### src/rtl/up_control.sv
// Microsequencer for up_datapath: fetches opcode/operand nibbles over a read
// handshake, drives datapath write enables, and reports busy/halt/fault status.
module up_control #(
  parameter int TIMEOUT = 16,
  parameter int TW      = 5
) (
  input  logic       clk,
  input  logic       nRst,
  input  logic       start,
  input  logic [3:0] ir,
  input  logic       mem_ack,
  output logic       mem_rd,
  output logic       a_sel_in_a,
  output logic       a_sel_in_b,
  output logic [3:0] a_op,
  output logic       ir_we,
  output logic       pc_we,
  output logic       pc_inc,
  output logic [1:0] rb_sel_out_a,
  output logic [1:0] rb_sel_out_b,
  output logic [2:0] rb_sel_in,
  output logic       rb_we,
  output logic       sp_we,
  output logic       busy,
  output logic       halted,
  output logic       fault,
  output logic       illegal
);

  typedef enum logic [2:0] {
    S_IDLE  = 3'd0,
    S_FOP   = 3'd1,
    S_DEC   = 3'd2,
    S_FARG  = 3'd3,
    S_EXE   = 3'd4,
    S_LD    = 3'd5,
    S_HALT  = 3'd6,
    S_FAULT = 3'd7
  } state_t;

  localparam logic [3:0] OP_NOP  = 4'hB;
  localparam logic [3:0] OP_HALT = 4'hF;
  localparam logic [3:0] OP_B    = 4'h7;

  // Last counter value at which an ack can still be accepted.
  localparam logic [TW-1:0] W_LAST = TW'(TIMEOUT - 1);

  state_t        r_state;
  state_t        w_next;
  logic [3:0]    r_opcode;
  logic [3:0]    r_operand;
  logic [TW-1:0] r_wait;

  logic          w_wait_state;
  logic          w_timeout;
  logic [3:0]    w_operand;
  logic [1:0]    w_ra;
  logic [1:0]    w_rb;

  assign w_wait_state = (r_state == S_FOP) || (r_state == S_FARG) || (r_state == S_LD);
  assign w_timeout    = w_wait_state && !mem_ack && (r_wait == W_LAST);

  // The operand nibble sits in the datapath ir during EXE; later states use the latched copy.
  assign w_operand = (r_state == S_EXE) ? ir : r_operand;
  assign w_ra      = w_operand[3:2];
  assign w_rb      = w_operand[1:0];

  always_ff @(posedge clk or negedge nRst) begin
    if (!nRst) begin
      r_state   <= S_IDLE;
      r_opcode  <= 4'h0;
      r_operand <= 4'h0;
      r_wait    <= '0;
    end else begin
      r_state <= w_next;
      if (r_state == S_DEC) r_opcode <= ir;
      if (r_state == S_EXE) r_operand <= ir;
      if (w_wait_state && !mem_ack) r_wait <= r_wait + TW'(1);
      else                          r_wait <= '0;
    end
  end

  always_comb begin
    w_next       = r_state;
    mem_rd       = 1'b0;
    a_sel_in_a   = 1'b0;
    a_sel_in_b   = 1'b0;
    a_op         = 4'h0;
    ir_we        = 1'b0;
    pc_we        = 1'b0;
    pc_inc       = 1'b0;
    rb_sel_out_a = 2'b00;
    rb_sel_out_b = 2'b00;
    rb_sel_in    = 3'b000;
    rb_we        = 1'b0;
    sp_we        = 1'b0;
    illegal      = 1'b0;

    case (r_state)
      S_IDLE: begin
        if (start) w_next = S_FOP;
      end

      S_FOP: begin
        mem_rd = 1'b1;
        if (mem_ack) begin
          ir_we  = 1'b1;
          pc_inc = 1'b1;
          w_next = S_DEC;
        end else if (w_timeout) begin
          w_next = S_FAULT;
        end
      end

      S_DEC: begin
        if (ir <= 4'hA) begin
          w_next = S_FARG;
        end else if (ir == OP_NOP) begin
          w_next = S_FOP;
        end else if (ir == OP_HALT) begin
          w_next = S_HALT;
        end else begin
          illegal = 1'b1;
          w_next  = S_FOP;
        end
      end

      S_FARG: begin
        mem_rd = 1'b1;
        if (mem_ack) begin
          ir_we  = 1'b1;
          pc_inc = 1'b1;
          w_next = S_EXE;
        end else if (w_timeout) begin
          w_next = S_FAULT;
        end
      end

      S_EXE: begin
        w_next = S_FOP;
        case (r_opcode)
          4'h0, 4'h1, 4'h2, 4'h3, 4'h4, 4'h5, 4'h6: begin
            a_sel_in_a   = 1'b1;
            a_sel_in_b   = 1'b1;
            rb_sel_out_a = w_ra;
            rb_sel_out_b = w_rb;
            a_op         = r_opcode;
            rb_we        = 1'b1;
            rb_sel_in    = {1'b1, w_ra};
          end
          4'h7: begin
            a_op         = OP_B;
            a_sel_in_b   = 1'b1;
            rb_sel_out_b = w_rb;
            rb_we        = 1'b1;
            rb_sel_in    = {1'b1, w_ra};
          end
          4'h8: begin
            w_next = S_LD;
          end
          4'h9: begin
            a_op         = OP_B;
            a_sel_in_b   = 1'b1;
            rb_sel_out_b = w_rb;
            pc_we        = 1'b1;
          end
          4'hA: begin
            a_op         = OP_B;
            a_sel_in_b   = 1'b1;
            rb_sel_out_b = w_rb;
            sp_we        = 1'b1;
          end
          default: w_next = S_FOP;
        endcase
      end

      // Immediate load: the data word is written straight from data_in.
      S_LD: begin
        mem_rd = 1'b1;
        if (mem_ack) begin
          rb_we     = 1'b1;
          rb_sel_in = {1'b0, r_operand[1:0]};
          pc_inc    = 1'b1;
          w_next    = S_FOP;
        end else if (w_timeout) begin
          w_next = S_FAULT;
        end
      end

      S_HALT:  w_next = S_HALT;
      S_FAULT: w_next = S_FAULT;
      default: w_next = S_IDLE;
    endcase
  end

  assign busy   = (r_state != S_IDLE) && (r_state != S_HALT) && (r_state != S_FAULT);
  assign halted = (r_state == S_HALT);
  assign fault  = (r_state == S_FAULT);

endmodule

### config.mk
export PLATFORM = sky130hd
export DESIGN_NAME = up_control
export DESIGN_NICKNAME = d
export VERILOG_FILES = /design/src/rtl/up_control.sv
export SDC_FILE = /design/constraint.sdc
export NUM_CORES = 1
export LEC_CHECK = 0
export ABC_AREA = 1
export CELL_PAD_IN_SITES_DETAIL_PLACEMENT = 0
export CELL_PAD_IN_SITES_GLOBAL_PLACEMENT = 1
export CORE_UTILIZATION = 29
export CTS_CLUSTER_DIAMETER = 200
export DETAILED_ROUTE_END_ITERATION = 8
export GPL_ROUTABILITY_DRIVEN = 0
export MAX_ROUTING_LAYER = met4
export PLACE_DENSITY = 0.8
export SLEW_MARGIN = 20
export SYNTH_ARGS = -nofsm -noshare
export SYNTH_HDL_FRONTEND = slang
export SYNTH_SLANG_ARGS = --single-unit
export TNS_END_PERCENT = 30
### constraint.sdc
create_clock -name clk -period 1.15 [get_ports clk]
set_clock_uncertainty 0.05 [all_clocks]
set_input_delay 0.1725 -clock clk [delete_from_list [all_inputs] [get_ports clk]]
set_output_delay 0.1725 -clock clk [all_outputs]
set_load 0.05 [all_outputs]
==> out/results.tsv <==
metric	value	unit
status	finished with violations	
failing checks	negative setup slack	
Pwr per Cell Area	418	nW/um^2
Final nets	203	
die width	59.6	microns
router iterations before antenna repair	4	
final WL	2840	microns
DRT met1 WL	1180	microns
Place WS	-0.371	ns
Critical Path, Cell by Cell	buf_4, buf_8, nand2_8, inv_6, nor3_4, buf_12	
Hold Fails Final Rpt	0	
share of cells above drive strength 1	58.6	%
number of I/O pins	31	
worst hold path class	in -> async	
DR DRC count	0	
setup TNS	-13.06	ns
post-synthesis sequential area ratio	36.5	%
Post-Syn Nets	140	
drt initial violations	24	
reg2reg start	r_state[1]$_DFFE_PN0P_	
Design Power	0.845	mW
logic gate share of total power	9.9	%
Clock Latency Late Sink	0.29	ns
Tmin final	1.74	ns
Fill cells	253	
Syn Inst Count	130	
critical path class	reg -> out	
CTS Sinks	14	
critical path depth	6	
root buf cell	clkbuf_4	
Flop pwr share	58.2	%
slowest cell on the critical path	dfrtp_2	
FF+latch count, synth	14	
Top Metal Used	met4	
R2R Setup Slk	-0.23	ns
critical path's largest stage delay	0.45	ns
synth unique cells	25	
Clock transition at path regs	0.08	ns
Row Count	20	
post-route ant nets	0	
CP required	0.93	ns
mapped cell area	961	sq um
CP delay by family, top	buffers and inverters	
pin count of the biggest net entering global routing	15	
Final Util	65.2	%
critical path endpoint category	output pin	
P&R area growth vs syn	110	%
PnR worst setup slack	-0.590	ns
overall routing resource usage	17.6	%
TritonCTS Buffers	3	
switching share of power	23.3	%
leak pwr	0.952	nW
Initial Util	31.0	%
Die Area	3550	sq um
post-detail-place hpwl	2150	microns
RR Endpoint	r_wait[2]$_DFF_PN0_	
initial antenna violation count	0	
Worst EP arrival	1.52	ns
first-pass GRT wire length	4480	microns
worst ir drop on vdd	536	uV
RSZ-0062 raised after global routing	true	
Clock Power Share	31.9	%
maxcap violations	0	
Pins Over Slew Limit	0	
worst hold slack	0.146	ns
met2 wire length	1470	microns
grt ovf	0	
fin crit share	151	%
Max clock buf depth	2	
worst-path fanout max	6	
via/cell ratio	4.54	
Max Fclk	575	MHz
Setup crit start kind	flip-flop	
CTS tree	yes	
Avg Inst Size Synth	7.39	sq um
Yosys warnings	0	
die span in y	59.6	microns
wire length on met3	122	microns
Via Count	1067	
CP Capture Point	pc_inc	
Buf/Inv on CP	4	
htree depth	1	
P_int	0.648	mW
diodes inserted	0	
number of global-route vias before repair	1042	
setup violators final	35	
R2R depth	7	
core area	3100	sq um
crit path from	r_state[1]$_DFFE_PN0P_	
switching power	0.197	mW
routed length per instance	12.1	microns
I/O Buffers	29	
## stage by stage
step                      area, sq um  std cells
final                            2020        235
after CTS                        1940        233
after global routing             2020        235
after global placement           1800        229
after detailed placement         1800        229
after floorplan                  1050        130
## routing by layer
layer	global-route usage [%]	vias to the layer above
met5	-	-
met4	5.98	0
met3	4.59	9
met2	28.9	29
met1	20.9	489
li1	-	540
## what timing repair did
item	4_1_cts	5_1_grt
hold buffers	0	0
gates cloned	1	0
resized for setup	31	20
buffers inserted	0	2
pin swaps	10	6
endpoints found under the setup margin	34	36
## synth_stat cells
| library cell | count | area, sq um |
|---|---|---|
| nand2_1 | 27 | 101 |
| nor2_1 | 19 | 71.3 |
| dfrtp_1 | 14 | 350 |
| inv_1 | 14 | 52.6 |
| o21ai_0 | 10 | 50.1 |
| nand3_1 | 8 | 40.0 |
| inv_2 | 5 | 18.8 |
| nor3_1 | 5 | 25.0 |
| a21oi_1 | 4 | 20.0 |
| nand4_1 | 3 | 18.8 |
| buf_6 | 2 | 22.5 |
| ha_1 | 2 | 25.0 |
| nand2_2 | 2 | 12.5 |
| nand2_4 | 2 | 22.5 |
| nor2_4 | 2 | 22.5 |
| o22ai_1 | 2 | 12.5 |
| buf_4 | 1 | 7.51 |
| clkinv_4 | 1 | 8.76 |
| conb_1 | 1 | 3.75 |
| nand3_2 | 1 | 10.0 |
| nand3b_1 | 1 | 7.51 |
| nor2_8 | 1 | 20.0 |
| nor3_4 | 1 | 16.3 |
| nor3b_2 | 1 | 12.5 |
| xor2_1 | 1 | 8.76 |
## power by group through the flow
stage,combinational [mW],sequential (mW),clock [mW]
2_1_floorplan,0.0244,0.502,0
3_5_place_dp,0.0786,0.502,0
5_1_grt,0.0890,0.492,0.313
3_3_place_gp,0.0767,0.502,0
4_1_cts,0.0822,0.492,0.279
6_report,0.0832,0.492,0.270
## how the worst min path moves through the flow
stage                                        start                       end  slack, ns  cells after the start
after floorplan                               nRst   r_opcode[0]$_DFFE_PN0P_      -0.17                      0
after global placement    r_operand[0]$_DFFE_PN0P_  r_operand[0]$_DFFE_PN0P_       0.42                      2
after detailed placement  r_operand[0]$_DFFE_PN0P_  r_operand[0]$_DFFE_PN0P_       0.44                      2
after CTS                                     nRst       r_wait[2]$_DFF_PN0_       0.15                      2
after global routing                          nRst       r_wait[4]$_DFF_PN0_       0.14                      2
final                                         nRst       r_wait[4]$_DFF_PN0_       0.15                      2
## final cells by class
class / count / area, sq um / area share [%]
repair buffers: 60 / 762 / 37.7
inverters: 20 / 103 / 5.07
well taps: 44 / 55.1 / 2.72
clock buffers: 3 / 22.5 / 1.11
multi-input cells: 94 / 724 / 35.8
flip-flops and latches: 14 / 355 / 17.6
## cell families (layout without fill, tap and decap cells)
logic type	after synthesis	after routing	synth area share, %
adder cells (fa/ha/maj)	2	2	2.60
buffers and inverters	23	83	11.5
flip-flops	14	14	36.5
AO/OA/AOI/OAI	16	16	8.59
other	1	1	0.390
XOR/XNOR	1	1	0.912
AND/OR/NAND/NOR	73	74	39.6
## registers in the layout, summed over array words and instances (netlist names)
register   flops
r_opcode       4
r_operand      2
r_state        3
r_wait         5
## cell usage in the layout (no fill, tap or decap), drive strengths merged
master / n
ha: 2
conb: 1
buf: 53
dfrtp: 14
nand4: 3
clkdlybuf4s50: 7
o22ai: 2
o21ai: 10
clkinv: 1
xor2: 1
inv: 19
nor3b: 1
nor3: 6
a21oi: 4
nand2: 32
nand3: 9
nor2: 22
nand3b: 1
clkbuf: 3
Note: power is estimated with default switching activity, not from simulation.
